**src/rtl/multicycle_pkg.sv**
```systemverilog
// rtl/multicycle_pkg.sv - shared types and encodings for the multi-cycle main controller
// Optional build macro in the top: MULTICYCLE_CTRL_PERF_CNT_EN.
package multicycle_pkg;

  typedef enum logic [3:0] {
    S_FETCH    = 4'd0,
    S_DECODE   = 4'd1,
    S_MEM_ADDR = 4'd2,
    S_MEM_RD   = 4'd3,
    S_MEM_WB   = 4'd4,
    S_MEM_WR   = 4'd5,
    S_R_EXEC   = 4'd6,
    S_R_WB     = 4'd7,
    S_I_EXEC   = 4'd8,
    S_I_WB     = 4'd9,
    S_BRANCH   = 4'd10,
    S_JUMP     = 4'd11,
    S_ILLEGAL  = 4'd12,
    S_HALT     = 4'd13,
    S_ERROR    = 4'd14
  } state_e;

  localparam logic [5:0] OP_RTYPE = 6'h00;
  localparam logic [5:0] OP_J     = 6'h02;
  localparam logic [5:0] OP_BEQ   = 6'h04;
  localparam logic [5:0] OP_BNE   = 6'h05;
  localparam logic [5:0] OP_ADDI  = 6'h08;
  localparam logic [5:0] OP_SLTI  = 6'h0A;
  localparam logic [5:0] OP_ORI   = 6'h0D;
  localparam logic [5:0] OP_LW    = 6'h23;
  localparam logic [5:0] OP_SW    = 6'h2B;

  localparam logic [2:0] ALU_ADD   = 3'b000;
  localparam logic [2:0] ALU_SUB   = 3'b001;
  localparam logic [2:0] ALU_FUNCT = 3'b010;
  localparam logic [2:0] ALU_SLT   = 3'b011;
  localparam logic [2:0] ALU_OR    = 3'b100;

  localparam logic [1:0] SRCB_B      = 2'b00;
  localparam logic [1:0] SRCB_FOUR   = 2'b01;
  localparam logic [1:0] SRCB_IMM    = 2'b10;
  localparam logic [1:0] SRCB_IMM_SH = 2'b11;

  localparam logic [1:0] PCSRC_ALU    = 2'b00;
  localparam logic [1:0] PCSRC_ALUOUT = 2'b01;
  localparam logic [1:0] PCSRC_JUMP   = 2'b10;

  typedef struct packed {
    logic       pc_en;
    logic [1:0] pc_src;
    logic       iord;
    logic       mem_read;
    logic       mem_write;
    logic       ir_write;
    logic       reg_write;
    logic       reg_dst;
    logic       mem_to_reg;
    logic       alu_src_a;
    logic [1:0] alu_src_b;
    logic [2:0] alu_op;
    logic       zero_ext;
    logic       illegal;
    logic       bus_err;
    logic       halted;
  } ctrl_t;

  function automatic state_e dispatch(input logic [5:0] op);
    case (op)
      OP_LW, OP_SW:              return S_MEM_ADDR;
      OP_RTYPE:                  return S_R_EXEC;
      OP_ADDI, OP_SLTI, OP_ORI:  return S_I_EXEC;
      OP_BEQ, OP_BNE:            return S_BRANCH;
      OP_J:                      return S_JUMP;
      default:                   return S_ILLEGAL;
    endcase
  endfunction

  // States that stall on the unified memory and feed the wait timer.
  function automatic logic is_mem_wait_state(input state_e s);
    return (s == S_FETCH) || (s == S_MEM_RD) || (s == S_MEM_WR);
  endfunction

endpackage

```
**src/rtl/mc_wait_timer.sv**
```systemverilog
// rtl/mc_wait_timer.sv - counts consecutive memory wait cycles and flags a timeout
// WAIT_LIMIT=0 disables the timeout.
module mc_wait_timer #(
  parameter int WAIT_LIMIT = 16
) (
  input  logic clk_i,
  input  logic rst_i,
  input  logic wait_i,
  output logic timeout_o
);

  localparam int CW = (WAIT_LIMIT <= 2) ? 1 : $clog2(WAIT_LIMIT);
  localparam logic [CW-1:0] LAST = CW'((WAIT_LIMIT > 0) ? (WAIT_LIMIT - 1) : 0);

  logic [CW-1:0] cnt_q;
  logic [CW-1:0] cnt_d;

  always_comb begin
    cnt_d = '0;
    if (wait_i) begin
      cnt_d = cnt_q + CW'(1);
    end
  end

  always_ff @(posedge clk_i or negedge rst_i) begin
    if (!rst_i) begin
      cnt_q <= '0;
    end else begin
      cnt_q <= cnt_d;
    end
  end

  // Fires on the wait cycle that brings the run length up to WAIT_LIMIT.
  assign timeout_o = (WAIT_LIMIT > 0) && wait_i && (cnt_q == LAST);

endmodule

```
**src/rtl/multicycle_ctrl.sv**
```systemverilog
// rtl/multicycle_ctrl.sv - main control FSM sequencing a multi-cycle MIPS-subset datapath
// Optional build macro: MULTICYCLE_CTRL_PERF_CNT_EN (cycle and retired-instruction counters).
module multicycle_ctrl
  import multicycle_pkg::*;
#(
  parameter int WAIT_LIMIT = 16,
  parameter int CNT_W      = 32
) (
  input  logic             clk_i,
  input  logic             rst_i,
  input  logic [5:0]       opcode_i,
  input  logic             zero_i,
  input  logic             mem_ready_i,
  input  logic             halt_req_i,
  output logic             pc_en_o,
  output logic [1:0]       pc_src_o,
  output logic             iord_o,
  output logic             mem_read_o,
  output logic             mem_write_o,
  output logic             ir_write_o,
  output logic             reg_write_o,
  output logic             reg_dst_o,
  output logic             mem_to_reg_o,
  output logic             alu_src_a_o,
  output logic [1:0]       alu_src_b_o,
  output logic [2:0]       alu_op_o,
  output logic             zero_ext_o,
  output logic             illegal_o,
  output logic             bus_err_o,
  output logic             halted_o
`ifdef MULTICYCLE_CTRL_PERF_CNT_EN
  ,
  output logic [CNT_W-1:0] cycle_cnt_o,
  output logic [CNT_W-1:0] instr_cnt_o
`endif
);

  state_e state_q;
  state_e state_d;
  state_e boundary;
  ctrl_t  ctrl;
  logic   mem_wait;
  logic   timeout;

  assign mem_wait = is_mem_wait_state(state_q) && !mem_ready_i;
  assign boundary = halt_req_i ? S_HALT : S_FETCH;

  mc_wait_timer #(
    .WAIT_LIMIT (WAIT_LIMIT)
  ) u_wait_timer (
    .clk_i     (clk_i),
    .rst_i     (rst_i),
    .wait_i    (mem_wait),
    .timeout_o (timeout)
  );

  always_ff @(posedge clk_i or negedge rst_i) begin
    if (!rst_i) begin
      state_q <= S_FETCH;
    end else begin
      state_q <= state_d;
    end
  end

  always_comb begin
    state_d = state_q;
    case (state_q)
      S_FETCH: begin
        if (timeout)          state_d = S_ERROR;
        else if (mem_ready_i) state_d = S_DECODE;
      end
      S_DECODE:   state_d = dispatch(opcode_i);
      S_MEM_ADDR: state_d = (opcode_i == OP_SW) ? S_MEM_WR : S_MEM_RD;
      S_MEM_RD: begin
        if (timeout)          state_d = S_ERROR;
        else if (mem_ready_i) state_d = S_MEM_WB;
      end
      S_MEM_WR: begin
        if (timeout)          state_d = S_ERROR;
        else if (mem_ready_i) state_d = boundary;
      end
      S_R_EXEC:   state_d = S_R_WB;
      S_I_EXEC:   state_d = S_I_WB;
      S_MEM_WB, S_R_WB, S_I_WB, S_BRANCH, S_JUMP, S_ILLEGAL: state_d = boundary;
      S_HALT: begin
        if (!halt_req_i)      state_d = S_FETCH;
      end
      S_ERROR:    state_d = S_ERROR;
      default:    state_d = S_FETCH;
    endcase
  end

  // Held reset masks every output, since the state register already sits in FETCH.
  always_comb begin
    ctrl = '0;
    if (rst_i) begin
      case (state_q)
        S_FETCH: begin
          ctrl.mem_read  = 1'b1;
          ctrl.alu_src_b = SRCB_FOUR;
          ctrl.alu_op    = ALU_ADD;
          ctrl.pc_src    = PCSRC_ALU;
          if (mem_ready_i) begin
            ctrl.ir_write = 1'b1;
            ctrl.pc_en    = 1'b1;
          end
        end
        S_DECODE: begin
          ctrl.alu_src_b = SRCB_IMM_SH;
          ctrl.alu_op    = ALU_ADD;
        end
        S_MEM_ADDR: begin
          ctrl.alu_src_a = 1'b1;
          ctrl.alu_src_b = SRCB_IMM;
          ctrl.alu_op    = ALU_ADD;
        end
        S_MEM_RD: begin
          ctrl.iord     = 1'b1;
          ctrl.mem_read = 1'b1;
        end
        S_MEM_WB: begin
          ctrl.reg_write  = 1'b1;
          ctrl.mem_to_reg = 1'b1;
        end
        S_MEM_WR: begin
          ctrl.iord      = 1'b1;
          ctrl.mem_write = 1'b1;
        end
        S_R_EXEC: begin
          ctrl.alu_src_a = 1'b1;
          ctrl.alu_src_b = SRCB_B;
          ctrl.alu_op    = ALU_FUNCT;
        end
        S_R_WB: begin
          ctrl.reg_write = 1'b1;
          ctrl.reg_dst   = 1'b1;
        end
        S_I_EXEC: begin
          ctrl.alu_src_a = 1'b1;
          ctrl.alu_src_b = SRCB_IMM;
          case (opcode_i)
            OP_SLTI: ctrl.alu_op = ALU_SLT;
            OP_ORI: begin
              ctrl.alu_op   = ALU_OR;
              ctrl.zero_ext = 1'b1;
            end
            default: ctrl.alu_op = ALU_ADD;
          endcase
        end
        S_I_WB: begin
          ctrl.reg_write = 1'b1;
        end
        S_BRANCH: begin
          ctrl.alu_src_a = 1'b1;
          ctrl.alu_src_b = SRCB_B;
          ctrl.alu_op    = ALU_SUB;
          ctrl.pc_src    = PCSRC_ALUOUT;
          ctrl.pc_en     = zero_i ^ (opcode_i == OP_BNE);
        end
        S_JUMP: begin
          ctrl.pc_src = PCSRC_JUMP;
          ctrl.pc_en  = 1'b1;
        end
        S_ILLEGAL: ctrl.illegal = 1'b1;
        S_HALT:    ctrl.halted  = 1'b1;
        S_ERROR:   ctrl.bus_err = 1'b1;
        default:   ctrl = '0;
      endcase
    end
  end

  assign pc_en_o      = ctrl.pc_en;
  assign pc_src_o     = ctrl.pc_src;
  assign iord_o       = ctrl.iord;
  assign mem_read_o   = ctrl.mem_read;
  assign mem_write_o  = ctrl.mem_write;
  assign ir_write_o   = ctrl.ir_write;
  assign reg_write_o  = ctrl.reg_write;
  assign reg_dst_o    = ctrl.reg_dst;
  assign mem_to_reg_o = ctrl.mem_to_reg;
  assign alu_src_a_o  = ctrl.alu_src_a;
  assign alu_src_b_o  = ctrl.alu_src_b;
  assign alu_op_o     = ctrl.alu_op;
  assign zero_ext_o   = ctrl.zero_ext;
  assign illegal_o    = ctrl.illegal;
  assign bus_err_o    = ctrl.bus_err;
  assign halted_o     = ctrl.halted;

`ifdef MULTICYCLE_CTRL_PERF_CNT_EN
  logic [CNT_W-1:0] cycle_cnt_q;
  logic [CNT_W-1:0] instr_cnt_q;
  logic             retire;
  logic             frozen;

  assign retire = (state_q == S_MEM_WB) || (state_q == S_R_WB) || (state_q == S_I_WB) ||
                  (state_q == S_BRANCH) || (state_q == S_JUMP) || (state_q == S_ILLEGAL) ||
                  ((state_q == S_MEM_WR) && mem_ready_i);
  assign frozen = (state_q == S_HALT) || (state_q == S_ERROR);

  always_ff @(posedge clk_i or negedge rst_i) begin
    if (!rst_i) begin
      cycle_cnt_q <= '0;
      instr_cnt_q <= '0;
    end else if (!frozen) begin
      cycle_cnt_q <= cycle_cnt_q + CNT_W'(1);
      if (retire) begin
        instr_cnt_q <= instr_cnt_q + CNT_W'(1);
      end
    end
  end

  assign cycle_cnt_o = cycle_cnt_q;
  assign instr_cnt_o = instr_cnt_q;
`endif

endmodule
```
**config.mk**
```make
export PLATFORM = sky130hd
export DESIGN_NAME = multicycle_ctrl
export DESIGN_NICKNAME = d
export VERILOG_FILES = /design/src/rtl/multicycle_pkg.sv /design/src/rtl/mc_wait_timer.sv /design/src/rtl/multicycle_ctrl.sv
export SDC_FILE = /design/constraint.sdc
export NUM_CORES = 1
export LEC_CHECK = 0
export ABC_AREA = 1
export CAP_MARGIN = 20
export CORE_MARGIN = 2
export CORE_UTILIZATION = 30
export CTS_CLUSTER_DIAMETER = 80
export DETAILED_ROUTE_END_ITERATION = 8
export DONT_BUFFER_PORTS = 1
export GPL_ROUTABILITY_DRIVEN = 0
export PLACE_DENSITY_LB_ADDON = 0.05
export SKIP_CTS_REPAIR_TIMING = 1
export SYNTH_ARGS = -nofsm -noshare
export SYNTH_HDL_FRONTEND = slang
export SYNTH_SLANG_ARGS = --single-unit
```
**constraint.sdc**
```tcl
create_clock -name clk_i -period 1.55 [get_ports clk_i]
set_clock_uncertainty 0.1 [all_clocks]
set_input_delay 0.155 -clock clk_i [delete_from_list [all_inputs] [get_ports clk_i]]
set_output_delay 0.155 -clock clk_i [all_outputs]
set_load 0.1 [all_outputs]
```
Yosys cells after proc, flatten, opt, wreduce, memory -nomap -nowiden:

Cells that the tools add are included.

* bits in latches: 0
* memory bits (read-only): 0
* output and inout bits: 20
* register bits after elaboration: 8
* logic and storage cells: 77
* RAM bits: 0
* memories: 0

* div/mod/pow operators: 0
* mux-type cells: 30
* reductions and logical operators: 16
* $lt $le $gt $ge: 0
* eq/ne operators: 27
* $add $sub $neg: 1
* multiply operators: 0
* shift operators: 0
* bitwise logic cells: 1

Operators with widths (number)
* 4-bit one-hot mux with 10 select lines: 1
* 4-bit 2-to-1 mux: 9
* 4-bit equality test (second input constant): 8
* 5-bit one-hot mux with 6 select lines: 1
* 20-bit 2-to-1 mux: 1
* 4-bit one-hot mux with 5 select lines: 1
* 6-bit by 4-bit equality test with 1-bit output (second input constant): 3
* 4-bit by 3-bit equality test with 1-bit output (second input constant): 4
* 1-bit 2-to-1 mux: 14
* 6-bit by 3-bit equality test with 1-bit output (second input constant): 2
* 6-bit equality test (second input constant): 2
* 3-bit != test (second input constant): 3
* 3-bit one-hot mux with 3 select lines: 1
* 4-bit by 2-bit equality test with 1-bit output (second input constant): 2
* 2-bit OR reduction: 4
* 6-bit by 2-bit equality test with 1-bit output (second input constant): 1
* 6-bit zero test: 1
* 3-bit one-hot mux with 2 select lines: 1
* 3-bit OR reduction: 2
* 6-bit OR reduction: 1
* 4-bit by 1-bit adder with 4-bit output (second input constant): 1
* 4-bit by 1-bit equality test with 1-bit output (second input constant): 1
* 4-bit zero test: 1
* 4-bit AND reduction: 1
* other kinds (7): 9

Logic depth before layout (Yosys ltp):

* word-level depth: 7
* depth in mapped cells: 12
* gate-level depth less buffers: 12

Cells and area by module:

From an unflattened synthesis, not the netlist that was laid out.

* cell total of the unflattened synthesis: 170
* area total of the unflattened synthesis: 938.4 um^2

By module, submodules not included
* multicycle_ctrl: cells an instance 151, sequential area each 100.1 um^2, area an instance 768.2 um^2, times used 1
* mc_wait_timer: cells an instance 19, sequential area each 100.1 um^2, area an instance 170.2 um^2, times used 1

Worst setup path before layout:

No wires, ideal clock.

* kind: flip-flop to output port
* start point: register state_q[0]
* end point: output alu_op_o[2]
* required time: 1295 ps
* cell stages (with the launch flop): 6
* path slack: -1613 ps
* arrival: 2908 ps
* cell sequence: dfrtp_1 nor2_2 inv_1 nor2_1 inv_2 nor3_1

* cells in the longest elaborated chain, start to end: 3
* elaborated cells between the ends (all ways): 8
* those cells by class: eq/ne (5); mux (2); reduce/logical (1)

Ends and longest elaborated chain
* start, declared: line multicycle_ctrl.sv:38 `state_e state_q;`
* start signal, assigned: line multicycle_ctrl.sv:61 `state_q <= state_d;`
* 4-bit equality test, or another cell as far along: line multicycle_ctrl.sv:97 `case (state_q)`
* 5-bit one-hot mux with 6 select lines (*): line multicycle_ctrl.sv:97
* 20-bit 2-to-1 mux (*): line multicycle_ctrl.sv:96 `if (rst_i) begin`
* end, declared: line multicycle_ctrl.sv:26 `output logic [2:0] alu_op_o,`

Every way passes the cells marked *; elsewhere a longest branch is shown, timed or not.

Worst setup path in the final report:

* start point: register state_q[3]
* end point: output alu_src_a_o

* cells in the longest elaborated chain, start to end: 4
* elaborated cells between the ends (all ways): 7
* those cells by class: eq/ne (4); mux (2); reduce/logical (1)

Ends and longest elaborated chain
* 4-bit equality test, or another cell as far along: line multicycle_ctrl.sv:97
* 4-bit OR reduction (no source line) (*)
* 1-bit 2-to-1 mux (*): line multicycle_ctrl.sv:97
* 20-bit 2-to-1 mux (*): line multicycle_ctrl.sv:96
* end, declared: line multicycle_ctrl.sv:24 `output logic alu_src_a_o,`

Marks and branches as above.

==> run metrics <==
status finished, violations left; failing checks negative setup slack; unrepaired setup endpoints after global routing yes; CTS tree done; routed len/inst 11.6 µm; Residual DRC 0; Mapped Cells 168; YS warnings 0; Cell variety after synth 26; Hold Violations, Final 0; synthesized flop and latch total 8; H-tree Lvls 1; Placed Cells 253; relative slew slack 66.5%; final worst slack -0.353 ns; adder-cell area share of the yosys netlist 1.34%; Die Y 59.7 µm; sequential cell area fraction in the yosys report 21.5%; Max Transition Viols Final 0; leak pwr 0.920 nW; Final period util 123%; post-synthesis compound-gate area fraction 8.32%; Startpoint Class register; WP data arrival 1.65 ns; Reg2Reg Launch Point state_q[3]$_DFFE_PN0P_; PortBufs 0; CTS sink count 8; syn_nets 180; fin crit period 1.90 ns; Initial DRC Count 22; total gr overflow 0; Die X 59.7 µm; Reg2Reg Depth 12; hpwl dp 2550 µm; Setup CP Type register to output pin; pin count of the biggest net entering global routing 19; All-Layer GR Usage 17.8%; clk root buf clkbuf_4; Util after Layout 64.9%; Fin Setup TNS -5.32 ns; post-synthesis mux area share 0%; PwrDens 1600 nW/µm²; drt total wl 3060 µm; Final setup viols 23; die footprint 3570 µm²; row count 20; Vias 1269; Clk Latency, worst-skew pair 0.25 ns; CP Max Fanout 5; Max-Cap Viols 0; Avg Vias per Cell 4.83; Post-Syn Area 932 µm²; Post-Synth XOR/XNOR Area 1.88%; Simple-Gate Fraction of Synth Area 53.7%; antenna violations before repair 0; min-delay src halt_req_i; P&R area growth vs syn 109%; critical path endpoint category output pin; total CTS buffers 3; clk slew on worst S/H paths 0.05 ns; Crit. Startpoint state_q[3]$_DFFE_PN0P_; required time of the critical path 1.29 ns; Starting Density 31.0%; Non-Filler Instances 263; Max VDD drop 0.953 mV; post-synthesis area per instance 5.55 µm²; largest family of logic cells by synthesized area simple AND/OR/NAND/NOR gates; NumNets Final 243; HP Class primary input to register; r2r setup slk -0.12 ns; maximum clock rate 0.526 GHz; ant diodes 0; Hold EP state_q[0]$_DFFE_PN0P_; drt pass-1 iters 4; post-detailed-route count of antenna-violating nets 0; maximum buffer depth of the clock tree 2; worst hold path stage count 4; global-route wire length before repair 4950 µm; Core Region 3000 µm²; fraction of layout cells with a size suffix above 1 50.9%; R2R Path End state_q[3]$_DFFE_PN0P_; worst slew pin tran 0.503 ns; vias in the first global route 1206; IO Count 31; Layout fillers 273
## how the worst max path moves through the flow
stage	to	cells past startpoint
4_1_cts	alu_op_o[0]	9
5_1_grt	alu_op_o[0]	8
6_report	alu_src_a_o	8
3_3_place_gp	alu_op_o[1]	9
2_1_floorplan	alu_op_o[2]	5
3_5_place_dp	alu_op_o[0]	9
## power by group
part           leakage (nW)  internal, W  switching (W)
Sequential            0.101     0.000280      0.0000943
Combinational         0.804      0.00107        0.00151
Clock                0.0150    0.0000985      0.0000707
## through the flow
stage	cell area (µm²)	hold WS (ns)	total power [W]	setup slack, ns
2_1_floorplan	1130	-0.241	0.00180	-0.351
3_3_place_gp	1820	-0.240	0.00271	-0.121
3_5_place_dp	1820	-0.240	0.00273	-0.112
4_1_cts	1840	-0.513	0.00291	-0.395
5_1_grt	1950	0.109	0.00333	-0.431
6_report	1950	0.0886	0.00313	-0.353
## final cells by class
type / instances / area [µm²] / area share (%)
Inverter: 32 / 130 / 6.68
Tap cell: 33 / 41.3 / 2.12
Timing Repair Buffer: 59 / 713 / 36.6
Sequential cell: 8 / 205 / 10.5
Multi-Input combinational cell: 127 / 832 / 42.7
Clock buffer: 4 / 26.3 / 1.35
## cell families (layout without fill, tap and decap cells)
family,Yosys count,after routing
buffers and inverters,33,95
AND/OR/NAND/NOR,111,111
AO/OA/AOI/OAI,13,13
flip-flops,8,8
XOR/XNOR,2,2
adder cells (fa/ha/maj),1,1
## cells in the final DEF, fill, tap and decap left out, drive strengths merged, types with 2 or more instances in the layout
master       synthesis  routed
nor2                39      39
clkinv               2       2
inv                 30      29
a31oi                2       2
nand3               19      19
dlygate4sd3          0       2
dfrtp                8       8
o21ai                7       7
buf                  0      57
a21oi                2       2
nor3                 9       9
clkbuf               1       4
nand2               41      41
## critical path: stages (launching register included)
cell      delay, ns
dfrtp_2        0.40
inv_2          0.06
nor2_4         0.12
inv_2          0.07
nor2_4         0.15
clkinv_4       0.10
buf_4          0.15
a21oi_4        0.14
buf_12         0.19
## layer usage
layer	share of wire, %	track usage, %	wire length (µm)	up-vias
li1	-	-	-	656
met1	42	23.2	1280	575
met2	52	31.5	1590	32
met3	5.3	3.46	163	6
met4	1.0	1.59	31	0
met5	0	0	0	-
## synthesized netlist by cell type, drive strengths merged
cell     number  area [µm²]
xor2          1        8.76
dfrtp         8         200
ha            1        12.5
clkinv        2        7.51
xnor2         1        8.76
nand2        41         171
nor3          9        45.0
nand3b        1        7.51
nand3        19         108
a21oi         2        10.0
o21ai         7        38.8
or2           1        6.26
clkbuf        1        3.75
a31oi         2        12.5
o211ai        1        7.51
o2111ai       1        8.76
nand4         1        6.26
inv          30         113
nor2         39         156
## flip-flops by register name, indices dropped and copies added (netlist names)
signal / flops
state_q: 4
u_wait_timer.cnt_q: 4
(Power assumes the default switching activity.)
